$ cat config.mk
export PLATFORM = sky130hd
export DESIGN_NAME = vec_collect_wr
export DESIGN_NICKNAME = d
export VERILOG_FILES = /design/src/rtl/vec_collect_pkg.sv /design/src/rtl/vec_skid_fifo.sv /design/src/rtl/vec_collect_wr.sv
export SDC_FILE = /design/constraint.sdc
export NUM_CORES = 1
export LEC_CHECK = 0
export ABC_AREA = 1
export BUFFER_PORTS_ARGS = -buffer_cell sky130_fd_sc_hd__buf_2
export CAP_MARGIN = 40
export CORE_ASPECT_RATIO = 1.2
export CORE_MARGIN = 5
export CORE_UTILIZATION = 50
export DETAILED_ROUTE_END_ITERATION = 10
export GPL_TIMING_DRIVEN = 0
export PLACE_DENSITY = 0.83
export SLEW_MARGIN = 0
export SYNTH_ARGS = -nofsm -noshare
export SYNTH_HDL_FRONTEND = slang
export SYNTH_SLANG_ARGS = --single-unit
$ cat constraint.sdc
create_clock -name clk -period 1.4 [get_ports clk]
set_input_delay 0.14 -clock clk [delete_from_list [all_inputs] [get_ports clk]]
set_output_delay 0.14 -clock clk [all_outputs]
set_load 0.01 [all_outputs]
$ cat src/rtl/vec_collect_pkg.sv
// Shared defaults and FSM state type for the vector collector / output-buffer writer.
package vec_collect_pkg;

  localparam int unsigned TILE_SIZE_DEF  = 4;
  localparam int unsigned DATA_WIDTH_DEF = 16;

  typedef enum logic [1:0] {
    StIdle,
    StRun,
    StDone
  } state_e;

endpackage

$ cat src/rtl/vec_skid_fifo.sv
// Two-entry registered FIFO; head is visible the cycle after the push that wrote it.
module vec_skid_fifo #(
  parameter int unsigned WIDTH = 64
) (
  input  logic             clk,
  input  logic             rst_n,
  input  logic             flush,
  input  logic             push,
  input  logic [WIDTH-1:0] push_data,
  input  logic             pop,
  output logic [WIDTH-1:0] head_data,
  output logic [1:0]       count
);

  logic [WIDTH-1:0] mem_q [2];
  logic             wr_ptr_q, rd_ptr_q;
  logic [1:0]       count_q;
  logic             push_ok, pop_ok;

  assign push_ok   = push && (count_q != 2'd2);
  assign pop_ok    = pop && (count_q != 2'd0);
  assign head_data = mem_q[rd_ptr_q];
  assign count     = count_q;

  always_ff @(posedge clk or negedge rst_n) begin
    if (!rst_n) begin
      mem_q[0] <= '0;
      mem_q[1] <= '0;
      wr_ptr_q <= 1'b0;
      rd_ptr_q <= 1'b0;
      count_q  <= 2'd0;
    end else if (flush) begin
      wr_ptr_q <= 1'b0;
      rd_ptr_q <= 1'b0;
      count_q  <= 2'd0;
    end else begin
      if (push_ok) begin
        mem_q[wr_ptr_q] <= push_data;
        wr_ptr_q        <= ~wr_ptr_q;
      end
      if (pop_ok) begin
        rd_ptr_q <= ~rd_ptr_q;
      end
      count_q <= count_q + {1'b0, push_ok} - {1'b0, pop_ok};
    end
  end

endmodule

$ cat src/rtl/vec_collect_wr.sv
// Collects biased TILE_SIZE-lane vectors and writes them to sequential output-buffer words.
// Optional ReLU on input lanes when VEC_COLLECT_RELU_EN is defined.
module vec_collect_wr
  import vec_collect_pkg::*;
#(
  parameter int unsigned TILE_SIZE  = TILE_SIZE_DEF,
  parameter int unsigned DATA_WIDTH = DATA_WIDTH_DEF,
  parameter int unsigned D          = 256,
  parameter int unsigned ADDR_W     = $clog2(D / TILE_SIZE)
) (
  input  logic                                     clk,
  input  logic                                     rst_n,
  input  logic                                     clear,
  input  logic                                     in_valid,
  output logic                                     in_ready,
  input  logic signed [TILE_SIZE-1:0][DATA_WIDTH-1:0] in_vec,
  output logic                                     wr_en,
  input  logic                                     wr_ready,
  output logic [ADDR_W-1:0]                        wr_addr,
  output logic [TILE_SIZE*DATA_WIDTH-1:0]          wr_data,
  output logic                                     done,
  input  logic                                     done_ack
);

  localparam int unsigned VecW     = TILE_SIZE * DATA_WIDTH;
  localparam int unsigned NumWords = D / TILE_SIZE;
  localparam logic [ADDR_W-1:0] LastAddr = ADDR_W'(NumWords - 1);

  state_e            state_q, state_d;
  logic [ADDR_W-1:0] wr_addr_q, wr_addr_d;
  logic [VecW-1:0]   push_data;
  logic [1:0]        fifo_count;
  logic              accept, wr_done, last_wr;

  always_comb begin
    push_data = '0;
    for (int i = 0; i < TILE_SIZE; i++) begin
`ifdef VEC_COLLECT_RELU_EN
      push_data[i*DATA_WIDTH +: DATA_WIDTH] = in_vec[i][DATA_WIDTH-1] ? '0 : in_vec[i];
`else
      push_data[i*DATA_WIDTH +: DATA_WIDTH] = in_vec[i];
`endif
    end
  end

  // rst_n gates in_ready so it reads 0 throughout reset, 1 right after release.
  assign in_ready = rst_n && (fifo_count != 2'd2) && (state_q != StDone);
  assign wr_en    = (fifo_count != 2'd0) && (state_q != StDone);
  assign accept   = in_valid && in_ready;
  assign wr_done  = wr_en && wr_ready;
  assign last_wr  = wr_done && (wr_addr_q == LastAddr);
  assign wr_addr  = wr_addr_q;
  assign done     = (state_q == StDone);

  vec_skid_fifo #(
    .WIDTH (VecW)
  ) u_fifo (
    .clk       (clk),
    .rst_n     (rst_n),
    .flush     (clear),
    .push      (accept && !clear),
    .push_data (push_data),
    .pop       (wr_done && !clear),
    .head_data (wr_data),
    .count     (fifo_count)
  );

  always_comb begin
    wr_addr_d = wr_addr_q;
    if (clear) begin
      wr_addr_d = '0;
    end else if (wr_done) begin
      wr_addr_d = (wr_addr_q == LastAddr) ? '0 : wr_addr_q + ADDR_W'(1);
    end
  end

  always_comb begin
    state_d = state_q;
    if (clear) begin
      state_d = StIdle;
    end else begin
      unique case (state_q)
        StIdle:  if (accept)   state_d = StRun;
        StRun:   if (last_wr)  state_d = StDone;
        StDone:  if (done_ack) state_d = StIdle;
        default: state_d = StIdle;
      endcase
    end
  end

  always_ff @(posedge clk or negedge rst_n) begin
    if (!rst_n) begin
      state_q   <= StIdle;
      wr_addr_q <= '0;
    end else begin
      state_q   <= state_d;
      wr_addr_q <= wr_addr_d;
    end
  end

endmodule

==> results.py, run 1 <==
metrics = {
    "logic_synthesis": {
        "synth_top_cell_area_share_pct": 50.1,
        "yosysWarnings": 0,
        "yosysTopAreaCell": "dfrtp_1",
        "ys_types": 29,
        "synth_cells": 849,
        "syn_area_per_cell_sq_um": 8.23,
        "synth_seq_cells": 140,
        "synthTopCellsByArea": "dfrtp_1, nand2_1, nand3_2",
        "syn_nets": 922,
        "netlist_area_sq_um": 6990,
        "ys_seq_area_share_pct": 50.1,
    },
    "die": {
        "fp.dieW_microns": 118,
        "die-area_sq_um": 16500,
        "rows": 47,
        "io_pins": 143,
        "core_sq_um": 13800,
        "start_util_pct": 50.8,
        "fp.dieH_microns": 140,
    },
    "critical_path": {
        "end_kind": "output pin",
        "required_ns": 1.26,
        "critPathBufInv": 4,
        "crit_chain": "inv_2 > clkbuf_16 > clkbuf_16 > nand2_1 > nand2_1 > buf_2",
        "cpPeakStageDelay_ns": 0.40,
        "crit_cells": 6,
        "cp_top_family": "buffers and inverters",
        "path_class": "flip-flop to output pin",
        "crit_slowest_cell": "dfrtp_1",
        "crit_arrival_ns": 1.57,
        "r2r_cells": 10,
        "crit_fanout": 10,
        "critPathLaunchType": "flip-flop",
    },
    "layout": {
        "diodes": 0,
        "layout.nets": 1223,
        "final_cell_mix": "nand2_1, nand2_2, dfrtp_1, buf_2, dlygate4sd3_1",
        "syn_to_final_growth_pct": 65.7,
        "layout_commonest_cell": "nand2_1",
        "drive_gt1_share_pct": 51.2,
    },
    "timing": {
        "setup_viol": 198,
        "relSlewSlack_pct": 69.7,
        "finalSetupTns_ns": -40.63,
        "rsz0062_at_grt": "yes",
        "hold_violations": 54,
        "fmax_ghz": 0.585,
        "drv_slew": 0,
        "hold_ws_ns": -0.384,
        "clock_skew_ns": 0.00629,
        "final.period_utilization_pct": 122,
        "min_period_ns": 1.71,
        "fin_ws_ns": -0.310,
        "tightest_slew_ns": 0.454,
    },
    "global_routing": {
        "grt_max_degree": 57,
        "grt_overflow": 0,
        "grt_pass1_wl_mm": 38.5,
        "antenna_found_initial": 0,
        "first_global_vias": 7342,
        "grtUsageTotal_pct": 29.6,
    },
    "job": {
        "cap_violations": 0,
    },
    "drt": {
        "drt.antenna.violating_nets": 0,
        "vias": 7469,
        "drt_iter0_drc": 785,
        "drt-vias-per-instance": 5.60,
        "wl_per_cell_microns": 20.4,
        "route.detailed.drc": 0,
        "routed_wl_mm": 27.2,
        "dr.pass1.iters": 6,
    },
    "cts": {
        "cts_max_level": 4,
        "hold_buffers": 65,
        "clock-root-buffer": "clkbuf_16",
        "clockBufferDepth": 2,
        "cts_tree": "yes",
        "cts.sinks": 140,
        "path_clk_slew_ns": 0.06,
        "insertion_delay_ns": 0.43,
        "numCtsBuffers": 17,
    },
    "power": {
        "leakage_nw": 5.94,
        "vdd_drop_max_v": 0.00109,
        "pwr_density_cell_nw_per_um2": 1340,
    },
    "placed_design": {
        "portBuffers": 142,
        "hpwl_mm": 12.7,
        "gp_congestion": 0.824,
    },
    "run_status": {
        "violations": "negative hold slack, negative setup slack",
        "status": "complete, but fails checks",
    },
    "min_path": {
        "hold_class": "input pin to asynchronous set/reset pin",
    },
}
## where the power goes
group,internal [mW],switching (mW)
registers,5.07,0.938
logic,2.23,2.55
clock network,2.98,1.74
total,10.3,5.23
## through the flow
step                      worst slack, ns  cells  utilization, %  instance area [sq um]  power, mW
after floorplan                   -0.0687    849               -                   7010       7.65
after global placement              -2.45   1162            57.7                   7940       8.82
after detailed placement           -0.823   1163            57.9                   7970       8.96
after CTS                          -0.251   1325            79.3                  10900       14.5
after global routing               -0.338   1334            84.1                  11600       16.1
final                              -0.310   1334            84.1                  11600       15.5
## worst register-to-register path: cells and delay by family, from the launching register on
| family | cells | cell delay [ns] |
|---|---|---|
| buf+inv | 5 | 0.73 |
| simple gates | 5 | 0.39 |
| flops | 1 | 0.43 |
## registers in the layout, indices dropped and copies added (netlist names)
register,count
u_fifo.rd_ptr_q,1
u_fifo.wr_ptr_q,1
u_fifo.mem_q,128
wr_addr,6
state_q,2
u_fifo.count,2
## layer usage
| metal | wire length [microns] | track usage [%] | vias up |
|---|---|---|---|
| li1 | - | - | 3231 |
| met4 | 1370 | 13.0 | 0 |
| met2 | 14200 | 50.6 | 442 |
| met5 | 0 | 0 | - |
| met3 | 1950 | 7.39 | 124 |
| met1 | 9690 | 35.4 | 3672 |
## Yosys cell counts
cell and instances:
ha_1 3, nand2_1 494, xor2_1 1, nand3_2 51, o21a_1 1, buf_1 6
nand3_1 19, buf_6 12, xnor2_1 2, buf_2 5, buf_4 5, nand4_4 1
nand2_2 43, buf_12 6, nand4_1 4, bufinv_8 1, nor3_1 3, nand3_4 2
o21ai_0 4, nor2_8 1, inv_1 12, a21oi_1 1, dfrtp_1 140, o21bai_1 1
nor2_4 2, inv_4 1, nor2_1 10, inv_2 4, clkbuf_1 14
## layout make-up
class	count	area, sq um
plain buffers	46	706
clock buffers	25	495
clock inverters	7	110
fillers	670	2180
inverters	18	96.3
multi-input cells	644	3840
flip-flops and latches	140	3500
well taps	171	214
repair buffers	283	2610
## worst paths after layout
| check | from | slack, ns | endpoint |
|---|---|---|---|
| setup / recovery | u_fifo.rd_ptr_q | -0.31 | wr_data[35] |
| hold / removal | rst_n | -0.38 | u_fifo.mem_q[80] |
| setup reg to reg | state_q[1] | -0.27 | u_fifo.mem_q[104] |
| hold reg to reg | u_fifo.mem_q[72] | 0.48 | u_fifo.mem_q[72] |
| max in group asynchronous | rst_n | 1.02 | u_fifo.mem_q[45] |
| min in group clk | done_ack | 0.04 | state_q[1] |
## cell families after synthesis
logic type | after synthesis | synth area share (%)
compound gates | 7 | 0.573
buf+inv | 66 | 6.82
xor+xnor | 3 | 0.376
simple gates | 630 | 41.6
flops | 140 | 50.1
fa+ha+maj | 3 | 0.537
## timing repair
item | in CTS | in global routing
gates resized for setup | 228 | 194
buffers inserted | 45 | 19
cloned | 20 | 9
endpoints found under the hold margin | 184 | 54
endpoints found under the setup margin | 197 | 204
pin swaps | 67 | 86
Power figures use the tool's default switching activity.
==> inputs of run 2 (changes only) <==
--- a/config.mk
+++ b/config.mk
@@ -9,11 +9,9 @@
 export BUFFER_PORTS_ARGS = -buffer_cell sky130_fd_sc_hd__buf_2
 export CAP_MARGIN = 40
 export CORE_ASPECT_RATIO = 1.2
-export CORE_MARGIN = 5
-export CORE_UTILIZATION = 50
+export CORE_UTILIZATION = 51
 export DETAILED_ROUTE_END_ITERATION = 10
-export GPL_TIMING_DRIVEN = 0
-export PLACE_DENSITY = 0.83
+export PLACE_DENSITY = 0.81
 export SLEW_MARGIN = 0
 export SYNTH_ARGS = -nofsm -noshare
 export SYNTH_HDL_FRONTEND = slang
==> constraint.sdc (replaced) <==
create_clock -name clk -period 1.6 [get_ports clk]
set_input_delay 0.16 -clock clk [delete_from_list [all_inputs] [get_ports clk]]
set_output_delay 0.16 -clock clk [all_outputs]
set_load 0.01 [all_outputs]
==> results.py, run 2 (synthesized netlist as in run 1, its figures left out) <==
metrics = {
    "run_status": {
        "status": "complete, but fails checks",
        "violations": "negative setup slack",
    },
    "layout": {
        "layout_commonest_cell": "nand2_1",
        "multi_input_area_sq_um": 3030,
        "syn_to_final_growth_pct": 32.7,
        "diodes": 0,
        "layout.nets": 1131,
        "register_area_sq_um": 3510,
        "n_fill_cell": 1017,
        "drive_gt1_share_pct": 29.6,
        "regMostFlops": "u_fifo.mem_q",
        "final_cell_mix": "nand2_1, dfrtp_1, buf_2, dlygate4sd3_1, nand3_2",
        "largest_reg_flops": 128,
    },
    "min_path": {
        "hold_class": "input pin to flip-flop",
    },
    "job": {
        "cap_violations": 0,
    },
    "timing": {
        "clock_skew_ns": 0.00698,
        "drv_slew": 0,
        "setup_viol": 10,
        "tightest_slew_ns": 0.667,
        "fmax_ghz": 0.617,
        "relSlewSlack_pct": 55.5,
        "finalSetupTns_ns": -0.0606,
        "fin_ws_ns": -0.0217,
        "hold_violations": 0,
        "rsz0062_at_grt": "yes",
        "min_period_ns": 1.62,
        "final.period_utilization_pct": 101,
    },
    "drt": {
        "drt_iter0_drc": 449,
        "drt-vias-per-instance": 5.08,
        "route.detailed.drc": 0,
        "vias": 6293,
        "drt.antenna.violating_nets": 0,
        "wl_per_cell_microns": 15.0,
        "dr.pass1.iters": 5,
        "routed_wl_mm": 18.6,
    },
    "power": {
        "total_power_mw": 12.2,
        "internal-power_mw": 8.44,
        "pwr-share-clk_pct": 34.2,
        "pwr-share-comb_pct": 25.1,
        "seqPwrFrac_pct": 40.7,
        "p_switching_mw": 3.78,
        "pwr_density_cell_nw_per_um2": 1320,
        "vdd_drop_max_v": 0.000906,
        "leakage_nw": 5.07,
        "p_sw_share_pct": 30.9,
    },
    "die": {
        "die-area_sq_um": 14200,
        "core_sq_um": 13300,
        "rows": 46,
        "fp.dieH_microns": 130,
        "fp.dieW_microns": 109,
        "io_pins": 143,
        "start_util_pct": 52.6,
    },
    "cts": {
        "numCtsBuffers": 17,
        "path_clk_slew_ns": 0.06,
        "clockBufferDepth": 2,
        "cts_max_level": 4,
        "insertion_delay_ns": 0.43,
        "cts_tree": "yes",
        "clock-root-buffer": "clkbuf_16",
        "cts.sinks": 140,
    },
    "critical_path": {
        "regToRegSetupSlack_ns": 0.04,
        "cpPeakStageDelay_ns": 0.43,
        "cpMostUsedCell": "nand2_1",
        "path_class": "flip-flop to output pin",
        "crit_slowest_cell": "dfrtp_2",
        "critPathLaunchType": "flip-flop",
        "cp_top_family": "buffers and inverters",
        "crit_fanout": 16,
        "critPathBufInv": 3,
        "crit_chain": "clkinv_4 > clkbuf_16 > nand2_1 > nand2_1 > buf_6",
        "end_kind": "output pin",
        "required_ns": 1.44,
        "crit_arrival_ns": 1.46,
    },
    "global_routing": {
        "grt_overflow": 0,
        "antenna_found_initial": 0,
        "grtUsageTotal_pct": 26.4,
        "grt_max_degree": 122,
        "grt_pass1_wl_mm": 28.9,
        "first_global_vias": 6153,
    },
    "placed_design": {
        "portBuffers": 142,
        "gp_congestion": 0.793,
        "hpwl_mm": 10.3,
    },
}
-- run 2: area by class of cell --
type	instances	share of cell area, %
clock buffer	20	4.92
clock inverter	12	1.82
inverter	18	0.985
multi-input combinational	643	32.7
sequential	140	37.8
tap	168	2.27
timing repair buffer	238	19.5
-- run 2: repair_timing --
| action | CTS | global route |
|---|---|---|
| gates resized for setup | 3 | 17 |
| hold buffers | 66 | 0 |
| hold endpoints to repair | 268 | 0 |
| buffers inserted | 0 | 4 |
| gates cloned | 0 | 2 |
| pin swaps | 0 | 1 |
| endpoints found under the setup margin | 64 | 66 |
-- run 2: worst min-delay path, delay by kind of cell --
family	cells	cell delay (ns)
and+or+nand+nor	3	0.19
buffers and inverters	1	0.07
-- run 2: path summary, 6_finish.rpt --
| check | to | start | depth (start not counted) |
|---|---|---|---|
| max | wr_data[31] | u_fifo.rd_ptr_q | 5 |
| min | state_q[1] | done_ack | 4 |
| max reg2reg | u_fifo.count[1] | u_fifo.count[1] | 9 |
| min reg2reg | u_fifo.mem_q[35] | u_fifo.mem_q[35] | 2 |
| max in group asynchronous | u_fifo.rd_ptr_q | rst_n | 3 |
| min in group asynchronous | u_fifo.wr_ptr_q | rst_n | 3 |
-- run 2: power by group through the flow --
stage / clock network, mW / registers (mW) / logic, mW
floorplan: 0 / 4.89 / 1.79
global placement: 0 / 4.95 / 2.69
detailed placement: 0 / 5.00 / 2.75
CTS: 4.21 / 4.95 / 2.92
global route: 4.36 / 5.07 / 3.44
finish: 4.18 / 4.98 / 3.06
-- run 2: per-stage QoR --
step	utilization (%)	instance area (sq um)	setup WS, ns	hold slack [ns]	cells
floorplan	-	6990	0.0708	-0.136	849
global placement	58.9	7830	0.110	0.192	1135
detailed placement	58.9	7830	0.0600	0.198	1135
CTS	68.6	9130	-0.00507	0.0432	1233
global route	69.8	9270	-0.0756	0.0823	1239
finish	69.8	9270	-0.0217	0.0468	1239
-- run 2: routing by layer --
metal | global-route usage [%] | part of all wire [%] | up-vias
met5 | 0 | 0 | -
met4 | 11.1 | 2.1 | 0
met3 | 5.54 | 6.0 | 38
met2 | 45.6 | 51 | 225
met1 | 31.9 | 41 | 3004
li1 | - | - | 3026
